[config.mk]
export PLATFORM = sky130hd
export DESIGN_NAME = prio_encoder_rr
export DESIGN_NICKNAME = d
export VERILOG_FILES = /design/src/rtl/prio_encoder_rr.sv
export SDC_FILE = /design/constraint.sdc
export NUM_CORES = 1
export LEC_CHECK = 0
export ABC_AREA = 0
export CAP_MARGIN = 25
export CORE_AREA = 2 2 39 41
export DETAILED_ROUTE_END_ITERATION = 8
export DIE_AREA = 0 0 41 43
export GPL_TIMING_DRIVEN = 0
export MAX_ROUTING_LAYER = met4
export PLACE_DENSITY = 0.67
export SLEW_MARGIN = 20
export SYNTH_ARGS = -nofsm -noshare
export SYNTH_HDL_FRONTEND = slang
export SYNTH_SLANG_ARGS = --single-unit
[constraint.sdc]
create_clock -name clk -period 3.4 [get_ports clk]
set_input_delay 0.68 -clock clk [delete_from_list [all_inputs] [get_ports clk]]
set_output_delay 0.68 -clock clk [all_outputs]
set_load 0.02 [all_outputs]
[src/rtl/prio_encoder_rr.sv]
// Registered N-to-log2(N) priority encoder with fixed or round-robin priority,
// any/multi request flags and a one-deep valid/ready output register.
module prio_encoder_rr #(
    parameter int N       = 8,
    parameter int RR_MODE = 0,
    localparam int W      = $clog2(N)
) (
    input  logic         clk,
    input  logic         rst,
    input  logic [N-1:0] I,
    input  logic         in_valid,
    output logic         in_ready,
    output logic [W-1:0] Y,
    output logic         any,
    output logic         multi,
    output logic         out_valid,
    input  logic         out_ready
);

    logic [W-1:0] y_q, y_d;
    logic [W-1:0] ptr_q, ptr_d;
    logic         any_q, any_d;
    logic         multi_q, multi_d;
    logic         out_valid_q, out_valid_d;

    logic         accept;
    logic         xfer;
    logic [W-1:0] fix_idx;
    logic [W-1:0] rr_idx;
    logic         rr_found;
    logic [W:0]   rr_pos;
    logic         req_any;
    logic         req_multi;

    assign in_ready = !out_valid_q || out_ready;
    assign accept   = in_valid && in_ready;
    assign xfer     = out_valid_q && out_ready;

    assign req_any   = |I;
    // Clearing the lowest set bit leaves something only if two or more were set.
    assign req_multi = |(I & (I - N'(1)));

    // Later iterations overwrite earlier ones, so the highest set index wins.
    always_comb begin
        fix_idx = '0;
        for (int i = 0; i < N; i++) begin
            if (I[i]) fix_idx = W'(i);
        end
    end

    // Walk upward from ptr, wrapping at N-1 (not 2^W-1) so Y stays below N.
    always_comb begin
        rr_idx   = '0;
        rr_found = 1'b0;
        rr_pos   = '0;
        for (int off = 0; off < N; off++) begin
            rr_pos = {1'b0, ptr_q} + (W+1)'(off);
            if (rr_pos >= (W+1)'(N)) rr_pos = rr_pos - (W+1)'(N);
            if (!rr_found && I[rr_pos[W-1:0]]) begin
                rr_found = 1'b1;
                rr_idx   = rr_pos[W-1:0];
            end
        end
    end

    // I only reaches the registers through an accept, so idle-time X is blocked.
    always_comb begin
        y_d         = y_q;
        any_d       = any_q;
        multi_d     = multi_q;
        out_valid_d = out_valid_q;
        ptr_d       = ptr_q;
        if (accept) begin
            y_d         = (RR_MODE != 0) ? rr_idx : fix_idx;
            any_d       = req_any;
            multi_d     = req_multi;
            out_valid_d = 1'b1;
            if (RR_MODE != 0 && req_any) begin
                ptr_d = (rr_idx == W'(N-1)) ? '0 : rr_idx + W'(1);
            end
        end else if (xfer) begin
            out_valid_d = 1'b0;
        end
    end

    always_ff @(posedge clk) begin
        if (rst) begin
            y_q         <= '0;
            any_q       <= 1'b0;
            multi_q     <= 1'b0;
            out_valid_q <= 1'b0;
            ptr_q       <= '0;
        end else begin
            y_q         <= y_d;
            any_q       <= any_d;
            multi_q     <= multi_d;
            out_valid_q <= out_valid_d;
            ptr_q       <= ptr_d;
        end
    end

    assign Y         = y_q;
    assign any       = any_q;
    assign multi     = multi_q;
    assign out_valid = out_valid_q;

endmodule
== Word-level counts from Yosys, hierarchy flattened ==
Cells that the tools add are included.

* Register bits: 6
* Output and inout bits: 7

* $add $sub $neg: 1
* Mux-type cells: 9
* Reduce and logical (&&, ||, !) cells: 7
* Bitwise logic cells: 1

{| class="wikitable"
|+ Operators with widths
! operator !! count
|-
| $reduce_or 8->1 || 2
|-
| $mux 3 || 5
|-
| $and 8x8->8 || 1
|-
| $sub 8x1->8 const B || 1
|-
| $mux 1 || 3
|-
| $logic_and 1x1->1 || 2
|-
| $mux 2 || 1
|-
| $reduce_bool 2->1 || 1
|-
| $logic_not 1->1 || 1
|-
| $logic_or 1x1->1 || 1
|}

== Logic depth before layout (Yosys ltp) ==
* Word-level depth: 7
* Gate-level depth with buffers: 5
* Mapped depth without buffers: 5

== Worst setup path after synthesis ==
Ideal clock, no wire load.

* Path kind: input-to-reg
* Start: input I[5]
* End: register multi_q, in the netlist multi
* Arrival: 1.715 ns
* Path slack: 1.552 ns
* Path buffers: 0
* Cell stages on the path: 4
* Required time: 3.267 ns
* Path through: or4_4 > a2111oi_4 > or4_1 > nand3_1

* Word-level cells in the longest chain between the ends: 3

{| class="wikitable"
|+ RTL lines
! element !! RTL line !! RTL
|-
| start, declared || 10 || <nowiki>input logic [N-1:0] I,</nowiki>
|-
| $sub 8x1->8 || 41 || <nowiki>assign req_multi = |(I & (I - N'(1)));</nowiki>
|-
| $and 8x8->8 (*) || 41 ||
|-
| $reduce_or 8->1 (*) || 41 ||
|-
| end signal, assigned || 96 || <nowiki>multi_q <= multi_d;</nowiki>
|-
| end, declared || 23 || <nowiki>logic multi_q, multi_d;</nowiki>
|}

Every way passes the cells marked *; elsewhere a longest branch is shown, timed or not.
A chain may end at the register's enable or synchronous reset.

== Worst setup path in the final report ==
* Start: input out_ready
* End: output in_ready

* Word-level cells in the longest chain between the ends: 1

{| class="wikitable"
|+ RTL lines
! element !! RTL line !! RTL
|-
| start, declared || 17 || <nowiki>input logic out_ready</nowiki>
|-
| $logic_or 1x1->1 || 35 || <nowiki>assign in_ready = !out_valid_q || out_ready;</nowiki>
|-
| end, declared || 12 || <nowiki>output logic in_ready,</nowiki>
|}

No other way between the ends.

==> out/results.txt <==
status - completed
Initial Util - 25.59%
sequential fraction of the synthesis area - 33.92%
GR Overflow Total - 0
IO buf count - 18
flops & latches, synth - 6
synthesized area - 354.1 um2
Startpoint Class - input pin
XOR/XNOR Fraction of Synth Area - 0%
Final ANT Viol Nets - 0
Reg clk slew, reported paths - 40 ps
max_cap viols - 0
# Post-CTS Setup Buffers - 0
Critical Path Start - out_ready
Avg Cell Area, Syn - 7.698 um2
FF-to-FF path depth - 5
mux contribution to synthesized area - 0%
pin count of the biggest net entering global routing - 9
final slew viol count - 0
Arr. time, crit path - 1890 ps
first-pass GRT wire length - 1.414 mm
Iter 0 DRT Violations - 3
Fin Setup TNS - 0 ps
Worst Hold Class - reg2reg
Via density - 4.699
most frequent cells in the layout - 18 x clkdlybuf4s50_1, 8 x nor2_1, 6 x dfxtp_1
# resized after CTS - 0
R2R Setup Slk - 2060 ps
final hold vios - 0
Nets - 81
TritonCTS Buffers - 3
root buffer cell - clkbuf_4
Critical Path RT - 2720 ps
max frequency - 388.7 MHz
worst flop-to-flop path startpoint - out_valid
DP HPWL - 704.3 um
vias in the first global route - 357
crit path to - in_ready
CTS max path bufs - 2
post-synthesis adder-cell area fraction - 0%
Core Region - 1384 um2
Area growth syn-to-layout - 62.90%
critical path peak fanout - 3
row count - 14
die width - 41 um
CTS tree - done
final wirelength - 909 um
commonest non-fill, non-tap cell in the layout - clkdlybuf4s50_1
clk sinks - 6
Synth Net Count - 58
main combinational cell family by area after synthesis - simple AND/OR/NAND/NOR gates
crit path kind - in2out
final instance count without filler cells - 83
CTS hold repair buffers - 0
Unique masters post-synth - 20
Cells after Synth - 46
Cell Pwr Density - 357.8 nW/um2
layout cell share with drive strength beyond 1 - 8.955%
WHS - 458.9 ps
Yosys Warn Count - 0
die height - 43 um
Total GRT Usage - 12.65%
residual DRC count - 0
DR vias - 390
Core Util, Final - 41.68%
total die area - 1763 um2
Compound-Gate Fraction of Synth Area - 27.56%
initial antenna violation count - 0
wire per inst - 10.95 um
post-placement cell count - 80
r2r endpoint - multi
GPL Wtd Cong - 0.7567
static leakage - 0.0002057 uW
setup violators final - 0
fin crit period - 2573 ps
First-pass DRT Iterations - 4
RSZ-0062 raised after global routing - false
design area - 576.8 um2
clk_lat worst skew - 250 ps
H-Tree Depth - 1
fillers - 144
Clock Skews - 5.341 ps
IO Pins - 19
simple-gate share of the synthesized area - 35.34%
worst IR drop on VDD - 0.00009891 V
antenna cells - 0
dpl cell area - 554.3 um2
Slew HR - 74.05%
Tcrit/Tclk final - 75.67%
CP endpoint kind - output pin
Worst-Margin Slew - 384.3 ps
==> routing by layer <==
| metal | up-vias | track usage [%] | routed length, um |
|---|---|---|---|
| li1 | 213 | - | - |
| met1 | 159 | 15.76 | 431 |
| met2 | 16 | 16.56 | 395 |
| met3 | 2 | 1.571 | 68 |
| met4 | 0 | 12.00 | 13 |
| met5 | - | - | 0 |
==> worst max-delay path: stages <==
cell and delay [ps]:
clkdlybuf4s50_1 400, nor2b_1 180, inv_1 90, clkdlybuf4s50_1 540
==> state kept, by name, indices dropped and copies added, names as in the netlist <==
| register | count |
|---|---|
| Y | 3 |
| out_valid | 1 |
| multi | 1 |
| any | 1 |
==> stage by stage <==
stage,total power (uW),setup slack [ps]
after global routing,218.6,756.9
after detailed placement,140.7,843.8
after CTS,210.7,827.1
after floorplan,105.7,1552
final,206.4,827.3
after global placement,140.2,801.0
==> logic make-up (layout without fill, tap and decap cells) <==
kind of cell    after synthesis  in the layout
flops                         6              6
buf+inv                       3             24
simple gates                 25             25
compound gates               12             12
==> worst min-delay path by stage <==
stage,end,startpoint,slack [ps],cells after the start
after global placement,Y[1],Y[1],440,2
after floorplan,Y[1],Y[1],520,2
after global routing,Y[1],Y[1],480,2
after CTS,Y[1],Y[1],460,2
after detailed placement,Y[1],Y[1],450,2
final,Y[1],Y[1],460,2
==> layout make-up <==
cell class                 count  area, um2  area share, %
inverter                       3      11.26          1.952
clock buffer                   3      22.52          3.905
multi-input combinational     37      222.7          38.61
timing repair buffer          18      180.2          31.24
tap                           16      20.02          3.471
sequential                     6      120.1          20.82
==> power by group <==
group / leakage [uW] / switching (uW) / internal [uW]
Combinational: 0.000142 / 29.1 / 30.6
Sequential: 0.0000501 / 2.93 / 76.7
Clock: 0.0000138 / 27.1 / 40.0
Total: 0.000206 / 59.1 / 147
==> synthesized netlist by cell type (all sizes together) <==
master	count	area, um2
a2111oi	2	36.29
a211oi	2	15.01
a21oi	4	20.02
dfxtp	6	120.1
inv	3	11.26
nand2	5	18.77
nand2b	1	6.260
nand3	1	5.000
nand3b	1	7.510
nor2	8	30.03
nor2b	1	6.260
nor3	4	20.02
nor4	1	6.260
o21ai	2	10.01
o21bai	1	7.510
o311ai	1	8.760
or2	1	6.260
or4	2	18.77
(Power assumes the default switching activity.)
